--- config.mk ---
export PLATFORM = sky130hd
export DESIGN_NAME = gcd_requester_flat
export DESIGN_NICKNAME = d
export VERILOG_FILES = /design/src/rtl/gcd_requester_if.sv /design/src/rtl/gcd_requester.sv /design/src/flat_wrapper.sv
export SDC_FILE = /design/constraint.sdc
export NUM_CORES = 1
export LEC_CHECK = 0
export ABC_AREA = 1
export CAP_MARGIN = 20
export CORE_UTILIZATION = 35
export DETAILED_ROUTE_END_ITERATION = 16
export PLACE_DENSITY = 0.69
export SLEW_MARGIN = 20
export SYNTH_ARGS = -nofsm -noshare
export SYNTH_HDL_FRONTEND = slang
export SYNTH_SLANG_ARGS = --single-unit
--- constraint.sdc ---
create_clock -name clk -period 2.2 [get_ports clk]
set_clock_uncertainty 0.05 [all_clocks]
set_input_delay 0.44 -clock clk [delete_from_list [all_inputs] [get_ports clk]]
set_output_delay 0.44 -clock clk [all_outputs]
set_load 0.05 [all_outputs]
--- src/rtl/gcd_requester_if.sv ---
// Handshake bundle between gcd_requester and its upstream, engine and downstream peers.
// master is the requester's view; slave is the view of the surrounding peers.
interface gcd_requester_if #(
    parameter int W    = 16,
    parameter int TAGW = 4
);
    logic            cmd_val;
    logic            cmd_rdy;
    logic [W-1:0]    cmd_a;
    logic [W-1:0]    cmd_b;
    logic            req_val;
    logic            req_rdy;
    logic [W-1:0]    req_a;
    logic [W-1:0]    req_b;
    logic            resp_val;
    logic            resp_rdy;
    logic [W-1:0]    resp_data;
    logic            out_val;
    logic            out_rdy;
    logic [W-1:0]    out_data;
    logic [TAGW-1:0] out_tag;
    logic            busy;
    logic            timeout_err;

    modport master (
        input  cmd_val, cmd_a, cmd_b, req_rdy, resp_val, resp_data, out_rdy,
        output cmd_rdy, req_val, req_a, req_b, resp_rdy, out_val, out_data, out_tag,
               busy, timeout_err
    );

    modport slave (
        output cmd_val, cmd_a, cmd_b, req_rdy, resp_val, resp_data, out_rdy,
        input  cmd_rdy, req_val, req_a, req_b, resp_rdy, out_val, out_data, out_tag,
               busy, timeout_err
    );
endinterface

--- src/rtl/gcd_requester.sv ---
// Sequences one GCD operation at a time: accept command, issue to engine, await result, deliver tagged.
// Optional WAIT watchdog enabled by defining GCD_REQ_TIMEOUT_EN (TIMEOUT must then be >= 1).
module gcd_requester #(
    parameter int W       = 16,
    parameter int TAGW    = 4,
    parameter int TIMEOUT = 255
) (
    input  logic                 clk,
    input  logic                 reset,
    gcd_requester_if.master      bus
);

    typedef enum logic [1:0] {
        IDLE    = 2'd0,
        ISSUE   = 2'd1,
        WAIT    = 2'd2,
        DELIVER = 2'd3
    } state_t;

    state_t          state_r;
    logic            cmd_rdy_r;
    logic            req_val_r;
    logic            resp_rdy_r;
    logic            out_val_r;
    logic            busy_r;
    logic [W-1:0]    req_a_r;
    logic [W-1:0]    req_b_r;
    logic [W-1:0]    out_data_r;
    logic [TAGW-1:0] out_tag_r;
    logic            timeout_err_r;
    logic            both_zero_s;

    assign both_zero_s = (bus.cmd_a == {W{1'b0}}) && (bus.cmd_b == {W{1'b0}});

`ifdef GCD_REQ_TIMEOUT_EN
    localparam int CW = $clog2(TIMEOUT + 1);
    localparam logic [CW-1:0] WAIT_LAST = CW'(TIMEOUT - 1);
    logic [CW-1:0] wait_cnt_r;
`endif

    // Single FSM: every handshake output is registered alongside the state it belongs to.
    always_ff @(posedge clk) begin
        if (!reset) begin
            state_r       <= IDLE;
            cmd_rdy_r     <= 1'b1;
            req_val_r     <= 1'b0;
            resp_rdy_r    <= 1'b0;
            out_val_r     <= 1'b0;
            busy_r        <= 1'b0;
            req_a_r       <= {W{1'b0}};
            req_b_r       <= {W{1'b0}};
            out_data_r    <= {W{1'b0}};
            out_tag_r     <= {TAGW{1'b0}};
            timeout_err_r <= 1'b0;
`ifdef GCD_REQ_TIMEOUT_EN
            wait_cnt_r    <= {CW{1'b0}};
`endif
        end else begin
            case (state_r)
                IDLE: begin
                    if (bus.cmd_val) begin
                        req_a_r       <= bus.cmd_a;
                        req_b_r       <= bus.cmd_b;
                        timeout_err_r <= 1'b0;
                        cmd_rdy_r     <= 1'b0;
                        busy_r        <= 1'b1;
                        // gcd(0,0) needs no engine round-trip
                        if (both_zero_s) begin
                            out_data_r <= {W{1'b0}};
                            out_val_r  <= 1'b1;
                            state_r    <= DELIVER;
                        end else begin
                            req_val_r  <= 1'b1;
                            state_r    <= ISSUE;
                        end
                    end
                end
                ISSUE: begin
                    if (bus.req_rdy) begin
                        req_val_r  <= 1'b0;
                        resp_rdy_r <= 1'b1;
                        state_r    <= WAIT;
`ifdef GCD_REQ_TIMEOUT_EN
                        wait_cnt_r <= {CW{1'b0}};
`endif
                    end
                end
                WAIT: begin
                    // A response arriving on the final watchdog cycle takes priority over the abort.
                    if (bus.resp_val) begin
                        resp_rdy_r <= 1'b0;
                        out_data_r <= bus.resp_data;
                        out_val_r  <= 1'b1;
                        state_r    <= DELIVER;
                    end
`ifdef GCD_REQ_TIMEOUT_EN
                    else if (wait_cnt_r == WAIT_LAST) begin
                        resp_rdy_r    <= 1'b0;
                        out_data_r    <= {W{1'b0}};
                        out_val_r     <= 1'b1;
                        timeout_err_r <= 1'b1;
                        state_r       <= DELIVER;
                    end else begin
                        wait_cnt_r <= wait_cnt_r + 1'b1;
                    end
`endif
                end
                DELIVER: begin
                    if (bus.out_rdy) begin
                        out_val_r <= 1'b0;
                        out_tag_r <= out_tag_r + 1'b1;
                        cmd_rdy_r <= 1'b1;
                        busy_r    <= 1'b0;
                        state_r   <= IDLE;
                    end
                end
                default: begin
                    state_r    <= IDLE;
                    cmd_rdy_r  <= 1'b1;
                    req_val_r  <= 1'b0;
                    resp_rdy_r <= 1'b0;
                    out_val_r  <= 1'b0;
                    busy_r     <= 1'b0;
                end
            endcase
        end
    end

    assign bus.cmd_rdy  = cmd_rdy_r;
    assign bus.req_val  = req_val_r;
    assign bus.req_a    = req_a_r;
    assign bus.req_b    = req_b_r;
    assign bus.resp_rdy = resp_rdy_r;
    assign bus.out_val  = out_val_r;
    assign bus.out_data = out_data_r;
    assign bus.out_tag  = out_tag_r;
    assign bus.busy     = busy_r;

`ifdef GCD_REQ_TIMEOUT_EN
    assign bus.timeout_err = timeout_err_r;
`else
    assign bus.timeout_err = 1'b0;
`endif

endmodule

--- src/flat_wrapper.sv ---
// flat-port wrapper written by rule: the top's interface ports become plain ports
module gcd_requester_flat 
#(
    parameter int W       = 16,
    parameter int TAGW    = 4,
    parameter int TIMEOUT = 255
)
  (clk, reset, bus_cmd_val, bus_cmd_a, bus_cmd_b, bus_req_rdy, bus_resp_val, bus_resp_data, bus_out_rdy, bus_cmd_rdy, bus_req_val, bus_req_a, bus_req_b, bus_resp_rdy, bus_out_val, bus_out_data, bus_out_tag, bus_busy, bus_timeout_err);
  gcd_requester_if #(.W(W), .TAGW(TAGW)) bus_i ();
  input  logic clk;
  input  logic reset;
  input wire logic [$bits(bus_i.cmd_val)-1:0] bus_cmd_val;
  input wire logic [$bits(bus_i.cmd_a)-1:0] bus_cmd_a;
  input wire logic [$bits(bus_i.cmd_b)-1:0] bus_cmd_b;
  input wire logic [$bits(bus_i.req_rdy)-1:0] bus_req_rdy;
  input wire logic [$bits(bus_i.resp_val)-1:0] bus_resp_val;
  input wire logic [$bits(bus_i.resp_data)-1:0] bus_resp_data;
  input wire logic [$bits(bus_i.out_rdy)-1:0] bus_out_rdy;
  output wire logic [$bits(bus_i.cmd_rdy)-1:0] bus_cmd_rdy;
  output wire logic [$bits(bus_i.req_val)-1:0] bus_req_val;
  output wire logic [$bits(bus_i.req_a)-1:0] bus_req_a;
  output wire logic [$bits(bus_i.req_b)-1:0] bus_req_b;
  output wire logic [$bits(bus_i.resp_rdy)-1:0] bus_resp_rdy;
  output wire logic [$bits(bus_i.out_val)-1:0] bus_out_val;
  output wire logic [$bits(bus_i.out_data)-1:0] bus_out_data;
  output wire logic [$bits(bus_i.out_tag)-1:0] bus_out_tag;
  output wire logic [$bits(bus_i.busy)-1:0] bus_busy;
  output wire logic [$bits(bus_i.timeout_err)-1:0] bus_timeout_err;
  assign bus_i.cmd_val = bus_cmd_val;
  assign bus_i.cmd_a = bus_cmd_a;
  assign bus_i.cmd_b = bus_cmd_b;
  assign bus_i.req_rdy = bus_req_rdy;
  assign bus_i.resp_val = bus_resp_val;
  assign bus_i.resp_data = bus_resp_data;
  assign bus_i.out_rdy = bus_out_rdy;
  assign bus_cmd_rdy = bus_i.cmd_rdy;
  assign bus_req_val = bus_i.req_val;
  assign bus_req_a = bus_i.req_a;
  assign bus_req_b = bus_i.req_b;
  assign bus_resp_rdy = bus_i.resp_rdy;
  assign bus_out_val = bus_i.out_val;
  assign bus_out_data = bus_i.out_data;
  assign bus_out_tag = bus_i.out_tag;
  assign bus_busy = bus_i.busy;
  assign bus_timeout_err = bus_i.timeout_err;
  gcd_requester #(.W(W), .TAGW(TAGW), .TIMEOUT(TIMEOUT)) u_core (.clk(clk), .reset(reset), .bus(bus_i));
endmodule
Word level (Yosys, flattened, before mapping)
Index checks and enable logic that the tools add are counted.
- register bits: 59
- input bits: 54
- output and inout port bits: 58
- logic and storage cells: 64
- add/subtract/negate cells: 1
- equality and inequality tests: 9
- mux-type cells: 27
- reduce and logical (&&, ||, !) cells: 17
- operators by type and width (operator ; number):
    16-bit two-way mux ; 3
    16-bit logical NOT ; 2
    16-bit case mux with 2 select lines ; 1
    1-bit two-way mux ; 12
    4-bit AND reduction ; 3
    2-bit two-way mux ; 5
    2-bit != test (second input constant) ; 5
    1-bit case mux with 2 select lines ; 4
    2-bit case mux with 4 select lines ; 1
    2-bit nonzero test ; 4
    3-bit AND reduction ; 2
    5-bit AND reduction ; 1
    4-bit by 1-bit adder with 4-bit output (second input constant) ; 1
    2-bit == test (second input constant) ; 2
    2-bit AND reduction ; 2
    1-bit case mux with 3 select lines ; 1
    3-bit nonzero test ; 1
    2-bit by 1-bit == test with 1-bit output (second input constant) ; 1
    2-bit logical NOT ; 1
    2-bit by 1-bit != test with 1-bit output (second input constant) ; 1
    1-bit logical AND ; 1

Longest topological paths before layout
- depth after elaboration: 5
- gate-level depth with buffers: 12

Least setup slack after synthesis
No wires, ideal clock.
- path kind: reg-to-reg
- start point: register u_core.state_r[0]
- end point: register u_core.out_data_r[10] (netlist: u_core.bus.out_data[10])
- arrival: 1.527 ns
- data required time: 2.018 ns
- setup slack: 0.490 ns
- cell stages (with the launch flop): 13
- buffers on the path: 2
- clock period less this slack: 1.710 ns
- cells stage by stage: dfxtp_1 -> inv_1 -> ha_1 -> buf_2 -> inv_1 -> nor2_1 -> inv_1 -> nand2_1 -> inv_2 -> nand3_4 -> buf_6 -> nand2_1 -> a21oi_1
- word-level cells in the longest chain between the ends: 3
- RTL lines (what ; RTL line ; source):
    start: declaration ; gcd_requester.sv:20 ; state_t state_r;
    start signal: assignment ; gcd_requester.sv:44 ; state_r <= IDLE;
    start signal: assignment ; gcd_requester.sv:71 ; state_r <= DELIVER;
    start signal: assignment ; gcd_requester.sv:74 ; state_r <= ISSUE;
    2-bit == test or 2-bit logical NOT (tied branches) ; gcd_requester.sv:59 ; case (state_r)
    2-bit != test (no line) (tied with other cells) ; -- ;
    4-bit AND reduction (no line) ; -- ;
    end signal: assignment ; gcd_requester.sv:52 ; out_data_r <= {W{1'b0}};
    end signal: assignment ; gcd_requester.sv:69 ; out_data_r <= {W{1'b0}};
    end signal: assignment ; gcd_requester.sv:92 ; out_data_r <= bus.resp_data;
    end: declaration ; gcd_requester.sv:28 ; logic [W-1:0] out_data_r;
Several ways; a longest one is shown, not always the timed one.
A chain may end at the register's enable or synchronous reset.

Final worst setup path
- start point: register u_core.out_tag_r[0] (netlist: u_core.bus.out_tag[0])
- end point: output port bus_out_tag[0]
- RTL lines (what ; RTL line ; source):
    start: declaration ; gcd_requester.sv:29 ; logic [TAGW-1:0] out_tag_r;
    start signal: assignment ; gcd_requester.sv:53 ; out_tag_r <= {TAGW{1'b0}};
    start signal: assignment ; gcd_requester.sv:111 ; out_tag_r <= out_tag_r + 1'b1;
    end: declaration ; flat_wrapper.sv:26 ; output wire logic [$bits(bus_i.out_tag)-1:0] bus_out_tag;
No word-level cell between the ends.

==> flow_summary.yaml <==
worst_setup_path:
  crit_path_end_kind: "primary output"
  crit_chain: "clkdlybuf4s50_1"
  crit_required_ns: 1.71
  slowest_stage: "clkdlybuf4s50_1"
  path_max_fanout: 4
  worstPathArrival_ns: 1.53
  critPathBufInv: 1
  startpoint: "u_core.bus.out_tag[0]"
  r2r-start: "u_core.state_r[0]"
  cpLargestDelayFamily: "buffers and inverters"
  startpoint_type: "register"
  critical-path-max-stage-delay_ns: 0.82
  crit_type: "register to primary output"
clock_network:
  cts_setup_buffers: 0
  numCtsBuffers: 9
  cts_tree: "built"
  clock_latency_ns: 0.32
  cts-resized-gates: 0
  htreeDepth: 3
  cts-root-buf: "clkbuf_8"
  path_clk_slew_ns: 0.06
  hold_buffers: 0
  cts.path.max_buffers: 2
  cts_sinks: 59
grt:
  grt.overflow.total: 0
  first_global_vias: 2358
  grt_pass1_wl_um: 10740
  grt_usage_pct: 18.16
  grt_max_degree: 42
  antenna_found_initial: 0
finish:
  syn_to_final_growth_pct: 53.39
  n_antenna_cell: 0
  num-fill-cells: 675
  stdcell_count: 557
  nets: 518
  final_layout_size_suffix_gt1_share_pct: 4.989
sta:
  period_needed_ns: 2.021
  maxSlewViolCount: 0
  finalSetupViolCount: 0
  tns_ns: 0
  worst_pin_slew_ns: 0.5279
  fmax_mhz: 494.7
  maxSlewHeadroom_pct: 64.70
  fin_crit_sh_pct: 91.88
  hold_viol_final: 0
  rsz0062_at_grt: "no"
power_and_ir_drop:
  internal-power_mw: 2.507
  swShare_pct: 45.14
  power.density_mw_per_mm2: 1179
  switchingPower_mw: 2.063
  p_seq_share_pct: 31.9
  cellLeakagePower_nw: 1.481
  power_frac_comb_pct: 50.1
  total_power_mw: 4.570
  clock_power_share_pct: 18.0
  peakVddDrop_uv: 645.2
placement:
  dp_hpwl_um: 4773
  gp_congestion: 0.8401
  io_buffer_count: 110
  place_inst: 542
floorplanning:
  coreArea_mm2: 0.006869
  start_util_pct: 36.78
  die_area_mm2: 0.007561
  ios: 112
  die_h_um: 86.96
  die_w_um: 86.96
  rows: 30
worst_hold_path:
  min_from: "u_core.bus.resp_rdy"
  hold_class: "register to register"
synthesis:
  yosysWarnings: 0
  synth.cell_area_mm2: 0.002526
  synthesis.nets: 407
  synth-seq-area-share_pct: 46.76
  synth-seq-cells: 59
  syn_avg_cell_area_um2: 7.301
  syn_inst: 346
  synth_cell_types: 23
detailed_routing:
  vias: 2557
  routedWlPerCell_um: 11.88
  wirelength_um: 6618
  viasPerCell: 4.591
  dr.pass1.iters: 4
  drc: 0
  drtIter0Drc: 90
  ant_nets: 0
status:
  outcome: "completed"
job:
  drv_cap: 0
final cells by class:
type	count	area, µm²	area share [%]
Multi-Input combinational cell	249	1181	30.48
Sequential cell	59	1181	30.48
Timing Repair Buffer	117	1154	29.77
Tap cell	96	120.1	3.100
Clock buffer	12	145.1	3.746
Clock inverter	3	15.01	0.3875
Inverter	21	78.83	2.034
sequential cells by signal, summed over array words and instances (netlist names):
name,flops
u_core.bus.req_val,1
u_core.bus.cmd_rdy,1
u_core.bus.req_b,16
u_core.bus.busy,1
u_core.bus.req_a,16
u_core.bus.out_val,1
u_core.bus.resp_rdy,1
u_core.state_r,2
u_core.bus.out_tag,4
u_core.bus.out_data,16
layout by cell type (no fill, tap or decap), drive strengths merged, types with 7 or more instances in the layout:
cell / count
a21oi: 24
buf: 7
clkbuf: 12
clkdlybuf4s50: 110
dfxtp: 59
ha: 7
inv: 19
nand2: 58
nand3b: 16
nor2: 91
o21ai: 40
routing by layer:
layer  up-vias  share of wire, %  track usage (%)
met5         -                 0                0
met4         0              0.48            4.545
met3         5               8.6            7.204
met2        81                46            29.56
met1      1145                45            22.41
li1       1326                 -                -
Yosys cell counts (all sizes together):
master / count / area share (%)
nor2: 91 / 14
dfxtp: 59 / 47
nand2: 58 / 8.6
o21ai: 40 / 8.4
a21oi: 24 / 4.8
inv: 19 / 2.8
nand3b: 16 / 4.8
clkbuf: 12 / 1.8
ha: 7 / 3.5
buf: 5 / 1.6
nand3: 5 / 1.5
a31oi: 2 / 0.50
clkinv: 2 / 0.30
nor3: 2 / 0.40
and2: 1 / 0.25
and3: 1 / 0.25
conb: 1 / 0.15
or2: 1 / 0.25
power by group through the flow:
stage	combinational, mW	clock, mW	sequential [mW]
2_1_floorplan	0.765	0	2.28
3_3_place_gp	2.29	0	1.47
3_5_place_dp	2.30	0	1.48
4_1_cts	2.31	0.854	1.46
5_1_grt	2.47	0.907	1.49
6_report	2.29	0.821	1.46
logic make-up (layout without fill, tap and decap cells):
group	count (synthesis)	count (layout)	synth area share, %
simple gates	175	175	29.52
buf+inv	38	153	6.488
fa+ha+maj	7	7	3.467
compound gates	66	66	13.62
flops	59	59	46.76
other cells	1	1	0.1484
stage by stage:
step	cell area, µm²	util, %	hold slack, ns	setup slack [ns]
floorplan	2526	-	0.4944	0.4905
global placement	3715	54.08	0.3839	0.07130
detailed placement	3715	54.08	0.3896	0.02423
CTS	3875	56.41	0.3987	0.1658
global route	3875	56.41	0.4285	0.01177
finish	3875	56.41	0.3944	0.1787
path summary, 6_finish.rpt:
path,endpoint,slack (ns),cells after the start
hold / removal,u_core.bus.resp_rdy,0.39,2
setup reg to reg,u_core.bus.out_data[7],0.20,9
hold reg to reg,u_core.bus.resp_rdy,0.39,2
setup / recovery,bus_out_tag[0],0.18,1
(Power assumes the default switching activity.)
